[src/rtl/bus_cycle_gen.sv]
// bus_cycle_gen: upstream 8088-style bus master.
// Turns single-beat read/write requests from a valid/ready core interface into
// T1, T2, T3, [TW...], T4 bus cycles with wait states inserted from READY.
//
// Optional feature macro: BUS_WAIT_TIMEOUT_EN
//   defined   - a wait that reaches MAX_WAIT TW cycles is aborted into T4
//               with rsp_err=1 (rsp_rdata left unchanged)
//   undefined - TW persists while READY=0; rsp_err is tied 0
//
// Ports:
//   clk, rst        rising-edge clock, synchronous active-low reset
//   req_valid/ready request handshake; req_write, req_io, req_addr, req_wdata
//   rsp_valid       one-cycle completion pulse (in T4)
//   rsp_rdata       read data, held until the next read completes
//   rsp_err         wait timeout flag
//   Address         latched 20-bit bus address
//   ALE             address latch enable (T1 only)
//   RD, WR, CS      active-low read strobe, write strobe, chip select
//   IOM             1 = I/O cycle, 0 = memory cycle
//   ad_out, ad_oe   multiplexed AD bus drive value and output enable
//   ad_in           multiplexed AD bus sampled value
//   READY           target ready; low inserts TW states

module bus_cycle_gen #(
    parameter logic [19:0] CS_BASE  = 20'h00000,
    parameter logic [19:0] CS_MASK  = 20'hE0000,
    parameter int unsigned MAX_WAIT = 15
) (
    input  logic        clk,
    input  logic        rst,
    input  logic        req_valid,
    output logic        req_ready,
    input  logic        req_write,
    input  logic        req_io,
    input  logic [19:0] req_addr,
    input  logic [7:0]  req_wdata,
    output logic        rsp_valid,
    output logic [7:0]  rsp_rdata,
    output logic        rsp_err,
    output logic [19:0] Address,
    output logic        ALE,
    output logic        RD,
    output logic        WR,
    output logic        CS,
    output logic        IOM,
    output logic [7:0]  ad_out,
    output logic        ad_oe,
    input  logic [7:0]  ad_in,
    input  logic        READY
);

    localparam int unsigned AW     = 20;
    localparam int unsigned DW     = 8;
    localparam int unsigned WAIT_W = (MAX_WAIT < 1) ? 1 : $clog2(MAX_WAIT + 1);
    localparam logic [WAIT_W-1:0] WAIT_MAX = WAIT_W'(MAX_WAIT);

    typedef enum logic [2:0] {
        IDLE = 3'd0,
        T1   = 3'd1,
        T2   = 3'd2,
        T3   = 3'd3,
        TW   = 3'd4,
        T4   = 3'd5
    } state_t;

    // Request fields needed after T1; address and I/O flag live in Address/IOM.
    typedef struct packed {
        logic          write;
        logic [DW-1:0] wdata;
    } req_t;

    state_t            state, state_nxt;
    req_t              req_q, req_nxt;
    logic [WAIT_W-1:0] wait_cnt, wait_nxt;

    logic          ready_nxt, rsp_valid_nxt, ale_nxt, rd_nxt, wr_nxt, cs_nxt;
    logic          iom_nxt, ad_oe_nxt;
    logic [DW-1:0] rsp_rdata_nxt, ad_out_nxt;
    logic [AW-1:0] addr_nxt, addr_in;
    logic          cs_hit;

`ifdef BUS_WAIT_TIMEOUT_EN
    logic rsp_err_nxt;
`endif

    // I/O cycles only carry a 16-bit port address.
    assign addr_in = req_io ? {4'h0, req_addr[15:0]} : req_addr;
    assign cs_hit  = ~req_io && ((addr_in & CS_MASK) == (CS_BASE & CS_MASK));

    // Next state and next registered output values.
    always_comb begin
        state_nxt     = state;
        req_nxt       = req_q;
        wait_nxt      = wait_cnt;
        ready_nxt     = req_ready;
        rsp_valid_nxt = 1'b0;
        rsp_rdata_nxt = rsp_rdata;
        ale_nxt       = 1'b0;
        rd_nxt        = RD;
        wr_nxt        = WR;
        cs_nxt        = CS;
        iom_nxt       = IOM;
        addr_nxt      = Address;
        ad_out_nxt    = ad_out;
        ad_oe_nxt     = ad_oe;
`ifdef BUS_WAIT_TIMEOUT_EN
        rsp_err_nxt   = 1'b0;
`endif

        case (state)
            IDLE, T4: begin
                if (req_valid && req_ready) begin
                    state_nxt  = T1;
                    req_nxt    = '{write: req_write, wdata: req_wdata};
                    ready_nxt  = 1'b0;
                    ale_nxt    = 1'b1;
                    rd_nxt     = 1'b1;
                    wr_nxt     = 1'b1;
                    cs_nxt     = ~cs_hit;
                    iom_nxt    = req_io;
                    addr_nxt   = addr_in;
                    ad_out_nxt = addr_in[DW-1:0];
                    ad_oe_nxt  = 1'b1;
                end else begin
                    state_nxt = IDLE;
                    ready_nxt = 1'b1;
                    cs_nxt    = 1'b1;
                end
            end

            T1: begin
                state_nxt = T2;
                wait_nxt  = '0;
                if (req_q.write) begin
                    wr_nxt     = 1'b0;
                    ad_oe_nxt  = 1'b1;
                    ad_out_nxt = req_q.wdata;
                end else begin
                    rd_nxt    = 1'b0;
                    ad_oe_nxt = 1'b0;
                end
            end

            T2: state_nxt = T3;

            T3, TW: begin
                if (READY) begin
                    state_nxt     = T4;
                    ready_nxt     = 1'b1;
                    rsp_valid_nxt = 1'b1;
                    rd_nxt        = 1'b1;
                    wr_nxt        = 1'b1;
                    ad_oe_nxt     = 1'b0;
                    if (!req_q.write) begin
                        rsp_rdata_nxt = ad_in;
                    end
`ifdef BUS_WAIT_TIMEOUT_EN
                end else if (wait_cnt == WAIT_MAX) begin
                    // Abort: finish the cycle without capturing data.
                    state_nxt     = T4;
                    ready_nxt     = 1'b1;
                    rsp_valid_nxt = 1'b1;
                    rsp_err_nxt   = 1'b1;
                    rd_nxt        = 1'b1;
                    wr_nxt        = 1'b1;
                    ad_oe_nxt     = 1'b0;
`endif
                end else begin
                    state_nxt = TW;
                    // Saturating so an endless wait cannot wrap the count.
                    if (wait_cnt != WAIT_MAX) begin
                        wait_nxt = wait_cnt + 1'b1;
                    end
                end
            end

            default: state_nxt = IDLE;
        endcase
    end

    // State, request latch and registered outputs.
    always_ff @(posedge clk) begin
        if (!rst) begin
            state     <= IDLE;
            req_q     <= '0;
            wait_cnt  <= '0;
            req_ready <= 1'b1;
            rsp_valid <= 1'b0;
            rsp_rdata <= '0;
            ALE       <= 1'b0;
            RD        <= 1'b1;
            WR        <= 1'b1;
            CS        <= 1'b1;
            IOM       <= 1'b0;
            Address   <= '0;
            ad_out    <= '0;
            ad_oe     <= 1'b0;
        end else begin
            state     <= state_nxt;
            req_q     <= req_nxt;
            wait_cnt  <= wait_nxt;
            req_ready <= ready_nxt;
            rsp_valid <= rsp_valid_nxt;
            rsp_rdata <= rsp_rdata_nxt;
            ALE       <= ale_nxt;
            RD        <= rd_nxt;
            WR        <= wr_nxt;
            CS        <= cs_nxt;
            IOM       <= iom_nxt;
            Address   <= addr_nxt;
            ad_out    <= ad_out_nxt;
            ad_oe     <= ad_oe_nxt;
        end
    end

`ifdef BUS_WAIT_TIMEOUT_EN
    // Error flag accompanies the rsp_valid pulse of an aborted cycle.
    always_ff @(posedge clk) begin
        if (!rst) begin
            rsp_err <= 1'b0;
        end else begin
            rsp_err <= rsp_err_nxt;
        end
    end
`else
    assign rsp_err = 1'b0;
`endif

endmodule

[config.mk]
export PLATFORM = sky130hd
export DESIGN_NAME = bus_cycle_gen
export DESIGN_NICKNAME = d
export VERILOG_FILES = /design/src/rtl/bus_cycle_gen.sv
export SDC_FILE = /design/constraint.sdc
export NUM_CORES = 1
export LEC_CHECK = 0
export CAP_MARGIN = 25
export CORE_MARGIN = 4
export CORE_UTILIZATION = 44
export CTS_CLUSTER_DIAMETER = 50
export DETAILED_ROUTE_END_ITERATION = 8
export PLACE_DENSITY = 0.88
export RECOVER_POWER = 50
export SLEW_MARGIN = 20
export SYNTH_ARGS = -nofsm -noshare
export SYNTH_HDL_FRONTEND = slang
export SYNTH_SLANG_ARGS = --single-unit
[constraint.sdc]
create_clock -name clk -period 1.9 [get_ports clk]
set_input_delay 0.285 -clock clk [delete_from_list [all_inputs] [get_ports clk]]
set_output_delay 0.285 -clock clk [all_outputs]
set_load 0.1 [all_outputs]
## After elaboration in Yosys (flattened, before gate mapping)

Cells that the tools add are included.

- Register bits: 56
- Input bits: 42
- Output and inout port bits: 45
- Word-level logic and storage cells: 65

- Equality and inequality tests: 9
- Muxes and demuxes: 21
- Bitwise gates (word level): 3
- Reductions and logical operators: 18

Operator list:

| kind | number |
|---|---|
| zero test 20 bit | 1 |
| two-way mux 20 bit | 1 |
| two-way mux 8 bit | 2 |
| case mux 8 bit (2 select lines) | 1 |
| two-way mux 1 bit | 12 |
| case mux 3 bit (4 select lines) | 1 |
| case mux 1 bit (3 select lines) | 3 |
| AND reduction 3 bit | 3 |
| inequality test 2 bit (second input constant) | 4 |
| AND reduction 2 bit | 4 |
| AND reduction 4 bit | 2 |
| == test 3 x 2 -> 1 bit (second input constant) | 2 |
| == test 3 bit (second input constant) | 2 |
| nonzero test 2 bit | 2 |
| OR reduction 2 bit | 2 |
| == test 3 x 1 -> 1 bit (second input constant) | 1 |
| zero test 3 bit | 1 |
| NOT 1 bit | 3 |
| nonzero test 3 bit | 1 |
| logical AND 1 bit | 2 |
| case mux 1 bit (2 select lines) | 1 |

## Logic depth before layout (Yosys ltp)

Gate-level depths: netlist of the first run.

- Depth in word-level cells: 5
- Mapped depth: 7
- Gate-level depth less buffers: 4

## Worst setup path after synthesis of the first run

Ideal clock, no wire load.

- Path kind: register to register
- Start point: register req_ready
- End point: register ad_out[6]
- Library setup time: 122 ps
- Arrival: 2,070 ps
- Data required time: 1,778 ps
- Setup slack: -292 ps
- Stages on the path, launching flop included: 6
- Path buffers: 2
- Clock period less this slack: 2,192 ps
- Cell sequence: dfxtp_1 > nand2_1 > o2bb2a_4 > buf_2 > buf_2 > o311a_1

- Cells in the longest elaborated chain, start to end: 3

Ends and longest elaborated chain:

| element | RTL line | text |
|---|---|---|
| from (decl) | 32 | `output logic req_ready,` |
| from (signal assigned) | 202 | `req_ready <= ready_nxt;` |
| logical AND 1 bit | 112 | `if (req_valid && req_ready) begin` |
| inequality test 2 bit (no source line) | -- |  |
| AND reduction 3 bit (no source line) | -- |  |
| to (signal assigned) | 211 | `ad_out <= ad_out_nxt;` |
| to (decl) | 46 | `output logic [7:0] ad_out,` |

No other way between the ends.
A chain may end at the register's enable or synchronous reset.

## Worst setup path after layout of the first run

- Start point: register state[2]
- End point: register rsp_rdata[7]

- Cells in the longest elaborated chain, start to end: 3
- Elaborated cells on any way between the ends: 4
- Classes of those cells: eq/ne: 2; reduce/logical: 2

Ends and longest elaborated chain:

| element | RTL line | text |
|---|---|---|
| from (decl) | 72 | `state_t state, state_nxt;` |
| from (signal assigned) | 199 | `state <= state_nxt;` |
| == test 3 x 2 -> 1 bit or == test 3 bit (tied branches) | -- |  |
| OR reduction 2 bit * | -- |  |
| AND reduction 3 bit (no source line) * | -- |  |
| to (signal assigned) | 204 | `rsp_rdata <= rsp_rdata_nxt;` |
| to (decl) | 38 | `output logic [7:0] rsp_rdata,` |

Every way passes the cells marked *; elsewhere a longest branch is shown, timed or not.

==> summary.json, run 1 <==
{
  "crit_buf_inv": 0,
  "ys.flop_type": "sky130_fd_sc_hd__dfxtp_1",
  "cp_cell_sequence": "or3b_4 -> a21oi_4 -> mux2i_1 -> nor2b_1",
  "critical-path-top-delay-family": "flip-flops",
  "timing.final.crit_period_ns": 1.82,
  "htreeDepth": 2,
  "drt-pass1-iter-count": 4,
  "synth.area.top_cells": "sky130_fd_sc_hd__dfxtp_1, sky130_fd_sc_hd__nand2_1, sky130_fd_sc_hd__a21boi_0",
  "grt_max_degree": 39,
  "synth_seq_cells": 56,
  "drtAntennaViolNets": 0,
  "fillers": 471,
  "min_path_type": "flip-flop to flip-flop",
  "grt_pass1_vias": 1924,
  "clock_insertion_delay_worst_skew_ns": 0.31,
  "grt_setup_unrepaired": "no",
  "setup_violators_final": 0,
  "fin_setup_tns_ns": 0,
  "route.vias.total": 2005,
  "async_sr_flop_fraction_pct": 0,
  "fp.dieArea_sq_um": 6710,
  "vdd.ir_drop.worst_v": 0.000829,
  "port_buffers": 85,
  "tritoncts": "built",
  "antenna_cells_inserted": 0,
  "cts_setup_buffers": 0,
  "final_hold_viol_count": 0,
  "floorplan.initialDensity_pct": 46.2,
  "clock-skew-final_ns": 0.00764,
  "grt.met1_usage_pct": 20.4,
  "postSynthAreaPerCell_sq_um": 9.43,
  "share_of_the_clock_period_used_by_the_worst_path_pct": 95.7,
  "synth.yosys.warnings": 0,
  "place_worst_setup_slack_ns": 0.111,
  "leakagePower_uw": 0.00128,
  "netlist.top_cell.by_area": "sky130_fd_sc_hd__dfxtp_1",
  "final_layout_size_suffix_gt1_share_pct": 23.1,
  "synth_cells": 255,
  "average_via_count_per_standard_cell": 4.91,
  "critical_path.max_stage_delay_ns": 0.58,
  "critPathRequiredTime_ns": 2.10,
  "grt_first_pass_wirelength_um": 8830,
  "dieWidth_um": 81.9,
  "core_outline_area_sq_um": 5200,
  "powerDensity_nw_per_um2": 1480,
  "clock_pin_slew_on_the_worst_setup_and_hold_paths_ns": 0.10,
  "synth.yosys.seq_area_share_pct": 46.6,
  "max_slew_headroom_pct": 63.2,
  "setup.worst_path.end_class": "flip-flop",
  "busiest_layer_in_global_routing": "met2",
  "number_of_violations_of_the_max_capacitance_limit": 0,
  "drc": 0,
  "drt-initial-drc-count": 72,
  "synth_cell_type_count": 40,
  "worst-r2r-setup-slack_ns": 0.08,
  "finish.utilization_pct": 61.4,
  "totalWireLength_um": 5620,
  "clock_tree.buffer_depth": 2,
  "routabilityCongestion": 0.786,
  "routed_wl_per_cell_um": 13.8,
  "synth.cell_area_sq_um": 2400,
  "slew_worst_pin_ns": 0.554,
  "layout-area-overhead-vs-synth_pct": 33.0,
  "clock_sinks": 56,
  "status": "complete, no violations",
  "mappedNetlistNets": 297,
  "edff_count_synth": 0,
  "gr-usage-all-layers_pct": 16.7,
  "holdBufCountCts": 0,
  "fin_ws_ns": 0.0823,
  "clock_root_buffer": "sky130_fd_sc_hd__clkbuf_8",
  "cp_max_fo": 9,
  "antenna_found_initial": 0,
  "place_hpwl_um": 4110,
  "slowest_stage": "sky130_fd_sc_hd__dfxtp_1",
  "dieHeight_um": 81.9,
  "grt.met3_usage_pct": 4.71,
  "setup.worst_path.class": "flip-flop to flip-flop",
  "timing_max_transition_violations_final": 0,
  "numCtsBuffers": 5,
  "critical_path.startpoint_type": "flip-flop",
  "core.rowCount": 26,
  "max_freq_mhz": 550,
  "dpl_cell_area_sq_um": 3220,
  "grt.met2_usage_pct": 28.5,
  "yosysTopAreaCellShare_pct": 46.6,
  "nets": 379,
  "finish.instance_area_sq_um": 3200,
  "boundaryPins": 87,
  "grt.overflow.total": 0,
  "data_arrival_critical_path_ns": 2.02
}
==> routing by layer <==
| layer | routed length (um) | vias up |
|---|---|---|
| li1 | - | 1028 |
| met1 | 2560 | 912 |
| met2 | 2620 | 55 |
| met3 | 374 | 10 |
| met4 | 71 | 0 |
| met5 | 0 | - |
==> sequential cells by signal, summed over array words and instances, names as in the netlist <==
name and flops:
ad_out 8, rsp_rdata 8, IOM 1, rsp_valid 1, ALE 1, state 3
CS 1, ad_oe 1, Address 20, WR 1, req_q 9, req_ready 1
RD 1
==> through the flow <==
stage,hold slack [ns],power (uW),instances
floorplan,0.409,3630,255
global placement,0.443,4190,400
detailed placement,0.443,4230,400
CTS,0.462,4890,408
global route,0.471,4990,408
finish,0.465,4740,408
==> cells in the final DEF, fill, tap and decap left out, types with 2 or more instances in the layout <==
cell type                         Yosys  final
sky130_fd_sc_hd__clkbuf_2             0     45
sky130_fd_sc_hd__o21bai_1             8      8
sky130_fd_sc_hd__nor3b_1              2      2
sky130_fd_sc_hd__a21o_1               2      2
sky130_fd_sc_hd__buf_4                1     10
sky130_fd_sc_hd__and2_1               3      3
sky130_fd_sc_hd__o21ai_0              2      2
sky130_fd_sc_hd__nand2b_1             4      4
sky130_fd_sc_hd__nand2_1             61     61
sky130_fd_sc_hd__nor2_1               3      3
sky130_fd_sc_hd__clkinv_2             0      2
sky130_fd_sc_hd__nand3b_1             7      7
sky130_fd_sc_hd__o311a_1              8      8
sky130_fd_sc_hd__clkdlybuf4s50_1      0     41
sky130_fd_sc_hd__mux2i_1              8      8
sky130_fd_sc_hd__mux2_2               8      8
sky130_fd_sc_hd__clkbuf_8             0      6
sky130_fd_sc_hd__a21boi_0            28     28
sky130_fd_sc_hd__o22ai_1              2      2
sky130_fd_sc_hd__dfxtp_1             56     55
sky130_fd_sc_hd__nor2b_1             11     10
sky130_fd_sc_hd__a21boi_1             2      2
==> synthesized netlist by cell type, types with 2 or more instances <==
cell type                  instances
sky130_fd_sc_hd__nand2_1          61
sky130_fd_sc_hd__dfxtp_1          56
sky130_fd_sc_hd__a21boi_0         28
sky130_fd_sc_hd__nor2b_1          11
sky130_fd_sc_hd__clkbuf_1          9
sky130_fd_sc_hd__buf_2             8
sky130_fd_sc_hd__mux2_2            8
sky130_fd_sc_hd__mux2i_1           8
sky130_fd_sc_hd__o21bai_1          8
sky130_fd_sc_hd__o311a_1           8
sky130_fd_sc_hd__nand3b_1          7
sky130_fd_sc_hd__nand2b_1          4
sky130_fd_sc_hd__and2_1            3
sky130_fd_sc_hd__nor2_1            3
sky130_fd_sc_hd__a21boi_1          2
sky130_fd_sc_hd__a21o_1            2
sky130_fd_sc_hd__buf_1             2
sky130_fd_sc_hd__buf_6             2
sky130_fd_sc_hd__nor3b_1           2
sky130_fd_sc_hd__o21ai_0           2
sky130_fd_sc_hd__o22ai_1           2
==> worst paths after layout <==
kind | endpoint | cells past startpoint | startpoint
worst max register to register | rsp_rdata[7] | 4 | state[2]
worst min-delay path | req_q[1] | 2 | req_q[1]
worst max-delay path | rsp_rdata[7] | 4 | state[2]
worst min register to register | req_q[1] | 2 | req_q[1]
==> worst min-delay path: stages, from the launching register on <==
cell                       delay, ns
sky130_fd_sc_hd__dfxtp_1        0.32
sky130_fd_sc_hd__nand2_1        0.05
sky130_fd_sc_hd__a21boi_1       0.05
==> layout make-up <==
type                       instances  area, sq um  share of cell area [%]
clock buffer                       6         82.6                    2.58
tap                               70         87.6                    2.74
timing repair buffer              97          714                    22.3
multi-input combinational        177         1180                    36.9
clock inverter                     2         10.0                   0.313
sequential                        56         1120                    35.1
==> cells by family after synthesis <==
logic type / share of synthesized area, %
xor+xnor: 1.51
compound gates: 19.5
other cells: 0.156
mux: 7.08
buf+inv: 4.63
flops: 46.6
simple gates: 20.6
==> report_power, final <==
| group | switching, uW | internal [uW] | total, uW |
|---|---|---|---|
| registers | 127 | 1400 | 1530 |
| clock network | 374 | 292 | 666 |
| logic | 1910 | 635 | 2550 |
==> repair_timing <==
action / 4_1_cts / 5_1_grt
hold endpoints to repair: 0 / 0
resized for setup: 0 / 1
endpoints found under the setup margin: 0 / 6
(Power assumes the default switching activity.)
==> run 2, diff against run 1 <==
Settings changed: CAP_MARGIN 25 to 20.
==> results of run 2 <==
The final DEF is identical to that of run 1; final timing and power are the same.
==> run 3, diff against run 2 <==
Settings changed: CORE_ASPECT_RATIO set to 1.1.
==> run 3 against run 2 <==
  * Hold slack worse by 0.0076 ns
  * Worst setup slack better by 0.11 ns
  * Via count is 1.1% higher
  * Power is 0.46% lower
  * Cell count is 0.98% higher
  * Clock skew is 0.0030 ns lower
  * Largest power group unchanged
==> summary.json, run 3 (synthesis results as in run 1) <==
{
  "max_freq": {"value": 586, "unit": "MHz", "change": "+6.6%"},
  "drc": {"value": 0, "change": "unchanged"},
  "place_hpwl": {"value": 4190, "unit": "um", "change": "+1.9%"},
  "grt.met3_usage": {"value": 3.89, "unit": "%", "change": "-0.83 points"},
  "cp_max_fo": {"value": 7, "change": "-2"},
  "setup.worst_path.class": "flip-flop to flip-flop",
  "status": "complete, no violations",
  "setup.worst_path.end_class": "flip-flop",
  "grt.met1_usage": {"value": 21.0, "unit": "%", "change": "+0.61 points"},
  "data_arrival_critical_path": {"value": 1.90, "unit": "ns", "change": "-0.12 ns"},
  "reg.largest.list": "Address (20), req_q (9)",
  "tritoncts": "built",
  "cts_setup_buffers": {"value": 0, "change": "unchanged"},
  "timing_max_transition_violations_final": {"value": 0, "change": "unchanged"},
  "final_hold_viol_count": {"value": 0, "change": "unchanged"},
  "busiest_layer_in_global_routing": "met2",
  "place_worst_setup_slack": {"value": 0.101, "unit": "ns", "change": "-0.00987 ns"},
  "routed_wl_per_cell": {"value": 13.5, "unit": "um", "change": "-2.3%"},
  "critical_path.startpoint_type": "flip-flop",
  "clock-skew-final": {"value": 0.00465, "unit": "ns", "change": "-0.00298 ns"},
  "layout-area-overhead-vs-synth_pct": 33.1,
  "grt_max_degree": {"value": 28, "change": "-28%"},
  "flip_flop_count_of_the_largest_register_after_layout": {"value": 20, "change": "unchanged"},
  "share_of_the_clock_period_used_by_the_worst_path": {"value": 89.8, "unit": "%", "change": "-5.9 points"},
  "grt.met2_usage": {"value": 30.1, "unit": "%", "change": "+1.6 points"},
  "grt_setup_unrepaired": "no",
  "floorplan.initialDensity": {"value": 46.8, "unit": "%", "change": "+0.63 points"},
  "antenna_found_initial": {"value": 0, "change": "unchanged"},
  "grt.overflow.total": {"value": 0, "change": "unchanged"},
  "drt-pass1-iter-count": {"value": 4, "change": "unchanged"},
  "max_slew_headroom": {"value": 52.4, "unit": "%", "change": "-11 points"},
  "nets": {"value": 382, "change": "+0.79%"},
  "critPathRequiredTime": {"value": 2.10, "unit": "ns", "change": "about the same"},
  "powerDensity": {"value": 1470, "unit": "nW/um^2", "change": "-0.58%"},
  "core.rowCount": {"value": 27, "change": "+3.8%"},
  "min_path_type": "flip-flop to flip-flop",
  "grt_pass1_vias": {"value": 2018, "change": "+4.9%"},
  "most-common-layout-cells": "sky130_fd_sc_hd__nand2_1, sky130_fd_sc_hd__dfxtp_1, sky130_fd_sc_hd__clkbuf_2",
  "drt-initial-drc-count": {"value": 79, "change": "+9.7%"},
  "fp.dieArea": {"value": 6710, "unit": "sq um", "change": "about the same"},
  "boundaryPins": {"value": 87, "change": "unchanged"},
  "totalWireLength": {"value": 5540, "unit": "um", "change": "-1.3%"},
  "cts_repair_resize_count": {"value": 0, "change": "unchanged"},
  "fin_ws": {"value": 0.194, "unit": "ns", "change": "+0.112 ns"},
  "number_of_violations_of_the_max_capacitance_limit": {"value": 0, "change": "unchanged"},
  "grt_first_pass_wirelength": {"value": 9360, "unit": "um", "change": "+6.0%"},
  "clock_tree.buffer_depth": {"value": 2, "change": "unchanged"},
  "port_buffers": {"value": 85, "change": "unchanged"},
  "leakagePower": {"value": 0.00128, "unit": "uW", "change": "+0.48%"},
  "route.vias.total": {"value": 2027, "change": "+1.1%"},
  "dieWidth": {"value": 78.5, "unit": "um", "change": "-4.2%"},
  "routabilityCongestion": {"value": 0.739, "change": "-5.9%"},
  "setup_violators_final": {"value": 0, "change": "unchanged"},
  "gr-usage-all-layers": {"value": 17.0, "unit": "%", "change": "+0.26 points"},
  "htreeDepth": {"value": 2, "change": "unchanged"},
  "clock_sinks": {"value": 56, "change": "unchanged"},
  "core_outline_area": {"value": 5130, "unit": "sq um", "change": "-1.3%"},
  "drtAntennaViolNets": {"value": 0, "change": "unchanged"},
  "largest_register": "Address",
  "final_layout_size_suffix_gt1_share": {"value": 22.9, "unit": "%", "change": "-0.14 points"},
  "clock_insertion_delay_worst_skew": {"value": 0.29, "unit": "ns", "change": "-0.02 ns"},
  "dieHeight": {"value": 85.5, "unit": "um", "change": "+4.4%"},
  "clock_pin_slew_on_the_worst_setup_and_hold_paths": {"value": 0.09, "unit": "ns", "change": "about the same"},
  "leading_cell_type_in_the_layout_fill_and_taps_excluded": "sky130_fd_sc_hd__nand2_1",
  "clock_root_buffer": "sky130_fd_sc_hd__clkbuf_8",
  "antenna_cells_inserted": {"value": 0, "change": "unchanged"},
  "timing.final.crit_period": {"value": 1.71, "unit": "ns", "change": "-0.112 ns"},
  "fin_setup_tns": {"value": 0, "unit": "ns", "change": "unchanged"},
  "vdd.ir_drop.worst": {"value": 0.000930, "unit": "V", "change": "+12%"},
  "average_via_count_per_standard_cell": {"value": 4.92, "change": "+0.12%"},
  "slew_worst_pin": {"value": 0.714, "unit": "ns", "change": "+0.160 ns"},
  "numCtsBuffers": {"value": 5, "change": "unchanged"},
  "holdBufCountCts": {"value": 0, "change": "unchanged"}
}
[run 3: path summary, 6_finish.rpt]
kind / start / endpoint / slack [ns] / cells after the start
max: state[0] / state[0] / 0.19 / 6
min: RD / RD / 0.46 / 1
max reg2reg: state[0] / state[0] / 0.19 / 6
min reg2reg: RD / RD / 0.46 / 1
[run 3: cell type report]
class / instances / area (sq um)
Clock buffer: 6 / 72.6
Timing Repair Buffer: 100 / 748
Tap cell: 72 / 90.1
Multi-Input combinational cell: 177 / 1160
Fill cell: 485 / 1930
Clock inverter: 1 / 5.00
Sequential cell: 56 / 1120
[run 3: worst max-delay path: stages (launching register included)]
cell and delay (ns):
sky130_fd_sc_hd__dfxtp_1 0.38, sky130_fd_sc_hd__buf_4 0.16, sky130_fd_sc_hd__xor2_1 0.25, sky130_fd_sc_hd__clkbuf_1 0.27, sky130_fd_sc_hd__nor3_4 0.09, sky130_fd_sc_hd__buf_4 0.16
sky130_fd_sc_hd__o31a_1 0.28
[run 3: per-stage QoR]
step,utilization (%),hold slack [ns],cells,power (uW),area [sq um]
after floorplan,-,0.409,255,3630,2410
after global placement,63.4,0.438,405,4250,3260
after detailed placement,63.4,0.441,405,4290,3260
after CTS,64.9,0.463,412,4900,3330
after global routing,62.4,0.476,412,4980,3200
final,62.4,0.457,412,4720,3200
[run 3: report_power, final]
| group | switching, uW | internal (uW) | leakage, uW | total [uW] |
|---|---|---|---|---|
| logic | 1920 | 667 | 0.000785 | 2590 |
| clock network | 354 | 252 | 0.0000410 | 606 |
| registers | 123 | 1400 | 0.000458 | 1530 |
| total | 2400 | 2320 | 0.00128 | 4720 |
[run 3: layer usage]
metal / share of wire (%) / routed length, um / vias to the layer above
met5: 0 / 0 / -
li1: - / - / 1033
met1: 45 / 2520 / 934
met3: 5.4 / 300 / 5
met4: 0.79 / 44 / 0
met2: 48 / 2680 / 55
